File: config.mk
export PLATFORM = sky130hd
export DESIGN_NAME = instr_fetch_queue
export DESIGN_NICKNAME = d
export VERILOG_FILES = /design/src/rtl/instr_fetch_queue.sv
export SDC_FILE = /design/constraint.sdc
export NUM_CORES = 1
export LEC_CHECK = 0
export ABC_AREA = 1
export BUFFER_PORTS_ARGS = -buffer_cell sky130_fd_sc_hd__buf_2
export CORE_UTILIZATION = 52
export DETAILED_ROUTE_END_ITERATION = 10
export PLACE_DENSITY = 0.75
export RECOVER_POWER = 100
export SYNTH_ARGS = -nofsm -noshare
export SYNTH_HDL_FRONTEND = slang
export SYNTH_SLANG_ARGS = --single-unit
File: constraint.sdc
create_clock -name clk_i -period 4.05 [get_ports clk_i]
set_input_delay 0 -clock clk_i [delete_from_list [all_inputs] [get_ports clk_i]]
set_output_delay 0 -clock clk_i [all_outputs]
set_load 0.005 [all_outputs]
File: src/rtl/instr_fetch_queue.sv
// Decoupling FIFO between the instruction re-aligner and decode. Each entry holds instr, PC and a compressed flag.
// Optional macro INSTR_FETCH_QUEUE_BYPASS_EN adds a zero-latency path from input to output when the queue is empty.
module instr_fetch_queue #(
  parameter int DEPTH = 4,
  parameter int XLEN  = 32
) (
  input  logic                       clk_i,
  input  logic                       rst_ni,
  input  logic                       flush_i,
  input  logic                       valid_i,
  input  logic [XLEN-1:0]            instr_i,
  input  logic [XLEN-1:0]            pc_i,
  output logic                       ready_o,
  output logic                       valid_o,
  output logic [XLEN-1:0]            instr_o,
  output logic [XLEN-1:0]            pc_o,
  output logic                       is_compressed_o,
  input  logic                       ready_i,
  output logic [$clog2(DEPTH+1)-1:0] count_o
);

  localparam int PW = (DEPTH > 1) ? $clog2(DEPTH) : 1;
  localparam int CW = $clog2(DEPTH + 1);
  localparam logic [XLEN-1:0] NOP = XLEN'(32'h0000_0013);

  logic [PW-1:0]   wr_ptr_q, wr_ptr_d;
  logic [PW-1:0]   rd_ptr_q, rd_ptr_d;
  logic [CW-1:0]   count_q, count_d;

  logic [XLEN-1:0] mem_instr_q [DEPTH];
  logic [XLEN-1:0] mem_pc_q    [DEPTH];
  logic [DEPTH-1:0] mem_c_q;

  logic empty, full;
  logic wr_en, rd_en;
  logic in_compressed;
  logic bypass;

  assign empty         = (count_q == '0);
  assign full          = (count_q == CW'(DEPTH));
  assign in_compressed = (instr_i[1:0] != 2'b11);

`ifdef INSTR_FETCH_QUEUE_BYPASS_EN
  assign bypass = empty & valid_i & ~flush_i;
`else
  assign bypass = 1'b0;
`endif

  // A bypassed word consumed by decode in the same cycle never occupies a slot.
  assign wr_en = valid_i & ~full & ~flush_i & ~(bypass & ready_i);
  assign rd_en = ~empty & ready_i & ~flush_i;

  always_comb begin
    wr_ptr_d = wr_ptr_q;
    rd_ptr_d = rd_ptr_q;
    count_d  = count_q;
    if (flush_i) begin
      wr_ptr_d = '0;
      rd_ptr_d = '0;
      count_d  = '0;
    end else begin
      if (wr_en) wr_ptr_d = wr_ptr_q + PW'(1);
      if (rd_en) rd_ptr_d = rd_ptr_q + PW'(1);
      count_d = count_q + CW'(wr_en) - CW'(rd_en);
    end
  end

  always_ff @(posedge clk_i or negedge rst_ni) begin
    if (!rst_ni) begin
      wr_ptr_q <= '0;
      rd_ptr_q <= '0;
      count_q  <= '0;
    end else begin
      wr_ptr_q <= wr_ptr_d;
      rd_ptr_q <= rd_ptr_d;
      count_q  <= count_d;
    end
  end

  always_ff @(posedge clk_i) begin
    if (wr_en) begin
      mem_instr_q[wr_ptr_q] <= instr_i;
      mem_pc_q[wr_ptr_q]    <= pc_i;
      mem_c_q[wr_ptr_q]     <= in_compressed;
    end
  end

  always_comb begin
    ready_o         = ~full;
    count_o         = count_q;
    valid_o         = ~empty;
    instr_o         = NOP;
    pc_o            = '0;
    is_compressed_o = 1'b0;
    if (!empty) begin
      instr_o         = mem_instr_q[rd_ptr_q];
      pc_o            = mem_pc_q[rd_ptr_q];
      is_compressed_o = mem_c_q[rd_ptr_q];
    end
`ifdef INSTR_FETCH_QUEUE_BYPASS_EN
    else if (bypass) begin
      valid_o         = 1'b1;
      instr_o         = instr_i;
      pc_o            = pc_i;
      is_compressed_o = in_compressed;
    end
`endif
  end

endmodule

==> flow_summary.toml <==
[clock_tree]
clock_sinks = 267
clk_pin_slew_ps = 60
clk_path_buf_depth = 3
cts_root_buf = "clkbuf_16"
cts_tree = "built"
cts_resized = 0
clkLatencyLatePin_ps = 520
holdBufCountCts = 69
cts_setup_buffers = 0
cts_max_level = 1
cts_inserted_buffers = 28

[grt]
grt_pass1_wl_um = 38200
overflow = 0
antenna_found_initial = 1
grt_pass1_vias = 7586
grt_use_met2 = 0.381
grtUsageMet1 = 0.281
grt_usage = 0.217
busiest_layer = "met2"
met3_usage = 0.0352
grt_max_degree = 112

[outcome]
status = "finished, violations left"
violations = "max-capacitance violations, max-slew violations"

[cells_and_area]
finalNetCount = 1354
fin_util = 0.629
drive_above_1_share = 0.0594
area_delta_synth_final_pct = 18.9

[yosys]
synth_compound_area_frac = 0.0307
synth_xor_area_frac = 0
yosys.area.top_type = "edfxtp_1"
synth-seq-cells = 267
syn_area_per_cell_um2 = 10.7
synth-edff-count = 260
yosys-top-cells-area = "edfxtp_1, nand2_1, inv_1"
synth_top_family_by_area = "simple AND/OR/NAND/NOR gates"
yosysSeqAreaShare = 0.694
yosys_warnings = 0
syn_inst = 1079
synthMuxAreaShare = 0
synth_fa_ha_area_frac = 0.00827
synth.most_common_cell = "nand2_1"
synth_area_um2 = 11500
syn_nets = 1155
synth_async_sr_flop_share = 0.0262
synth_common_cells = "nand2_1, inv_1, edfxtp_1, nand3_1, a21oi_1"
synth_ff_type = "edfxtp_1"
ys_types = 21
yosys.area_share.simple = 0.152
netlist.area_leader.share = 0.679

[power]
clock_power_share = 0.289
pwr-share-seq = 0.427
p_comb_frac = 0.284
irDropWorstVdd_mv = 0.449
leakagePower_nw = 5.84
internal_power_mw = 5.23
netSwitchingPower_mw = 2.60
swShare = 0.332
powerDensity_nw_per_um2 = 573

[floorplan]
io_pins = 139
start_util = 0.529
rows = 54
fp.dieW_um = 151
die_area_um2 = 22700
die_h_um = 151
core-area_um2 = 21800

[drt]
drtIter0Drc = 554
totalWireLength_um = 24600
vias = 7797
avgRoutedWirePerCell_um = 15.6
vias_per_cell = 4.94
firstDrtPassIters = 5
route.detailed.drc = 0
drt.antenna.violating_nets = 0

[timing]
worst-slew-pin-transition_ps = 1900
clock-skew-final_ps = 7.60
period_share = 0.811
fmaxAchievable_ghz = 0.305
report.final.hold_viol_count = 0
setup_ws_ps = 766
report.final.slew_viol_count = 86
min_period_ps = 3280
finalSetupTns_ps = 0
setup_violations = 0
maxSlewHeadroom = -0.269
rsz0062_at_grt = "false"

[setup_path]
cp-start-kind = "flip-flop"
cp_num_buf_inv = 3
cpPeakStageDelay_ps = 810
required_ps = 4050
crit_type = "flip-flop to output port"
critical_path.cell_chain = "nor2_1 -> nand2_1 -> inv_2 -> clkbuf_1 -> a21oi_1 -> clkbuf_1"
end_kind = "output port"
cp.arrival_ps = 3280
cp_slowest_cell = "clkbuf_1"
path_common_cell = "clkbuf_1"
crit_family = "buffers and inverters"
crit_fanout = 43

[worst_hold_path]
hold_class = "input port to flip-flop"

[placement]
portBuffers = 138
dp_hpwl_um = 13900
gp_congestion = 0.784
pre_cts_slack_ps = 1540

[job]
maxCapViolCount = 3
## worst paths after layout
path,from,end,slack (ps),depth (start not counted)
setup / recovery,count_o[1]$_DFF_PN0_,pc_o[8],770,6
hold / removal,flush_i,count_o[1]$_DFF_PN0_,250,3
setup reg to reg,count_o[1]$_DFF_PN0_,mem_instr_q[0][27]$_DFFE_PP_,970,5
hold reg to reg,wr_ptr_q[1]$_DFFE_PN0P_,wr_ptr_q[1]$_DFFE_PN0P_,570,2
max in group asynchronous,rst_ni,rd_ptr_q[0]$_DFFE_PN0P_,3370,3
min in group asynchronous,rst_ni,count_o[1]$_DFF_PN0_,420,3
## worst register-to-register path: stages, from the launching register on
cell and delay (ps):
dfrtp_1 420, nor2_1 90, nand2_1 130, nand3_1 310
nor2_4 710, clkbuf_2 1000
## cell type report
| type | instances | area, um2 |
|---|---|---|
| inverter | 268 | 1010 |
| tap | 280 | 350 |
| timing repair buffer | 219 | 1300 |
| clock inverter | 13 | 65.1 |
| multi-input combinational | 494 | 2220 |
| sequential | 267 | 7990 |
| clock buffer | 35 | 748 |
| fill | 1735 | 8070 |
| antenna | 1 | 2.50 |
## logic make-up (layout without fill, tap and decap cells)
group	Yosys count	count (layout)
buffers and inverters	318	535
AOI/OAI and AO/OA	69	69
other	0	1
adders and majority gates	7	7
DFF	267	267
and+or+nand+nor	418	418
## power groups by stage
stage / clock network, mW / logic [mW] / registers (mW)
floorplan: 0 / 1.47 / 3.34
global placement: 0 / 2.22 / 3.38
detailed placement: 0 / 2.26 / 3.40
CTS: 2.31 / 2.33 / 3.34
global route: 2.41 / 2.48 / 3.36
finish: 2.27 / 2.22 / 3.34
## flip-flops by register name, summed over array words and instances (netlist names)
| register | flops |
|---|---|
| mem_instr_q | 128 |
| mem_pc_q | 128 |
| mem_c_q | 4 |
| count_o | 3 |
| rd_ptr_q | 2 |
| wr_ptr_q | 2 |
## routing by layer
metal  vias up  wire length, um
li1       3832                -
met1      3694            10200
met2       240            12500
met3        31             1490
met4         0              410
met5         -                0
## per-stage QoR
step | hold WS [ps] | total power [mW] | area (um2) | instances
floorplan | -296 | 4.82 | 11500 | 1079
global placement | -161 | 5.61 | 12400 | 1459
finish | 252 | 7.83 | 13700 | 1577
detailed placement | -162 | 5.66 | 12400 | 1459
global route | 262 | 8.26 | 13700 | 1577
CTS | 206 | 7.97 | 13900 | 1576
## placed cells by master, fill, tap and decap left out, types with 2 or more instances in the layout
| cell | instances |
|---|---|
| clkbuf_16 | 29 |
| nor2_1 | 6 |
| nand4_1 | 4 |
| nand2_1 | 271 |
| clkinv_2 | 7 |
| edfxtp_1 | 260 |
| nor2_4 | 3 |
| buf_4 | 4 |
| dlygate4sd3_1 | 69 |
| clkinvlp_4 | 2 |
| o211ai_1 | 3 |
| nand3_1 | 133 |
| ha_1 | 6 |
| clkbuf_2 | 14 |
| dfrtp_1 | 5 |
| inv_1 | 264 |
| buf_2 | 12 |
| clkinv_1 | 5 |
| a21oi_1 | 63 |
| o21ai_0 | 3 |
| inv_2 | 2 |
| clkbuf_1 | 126 |
(Power assumes the default switching activity.)
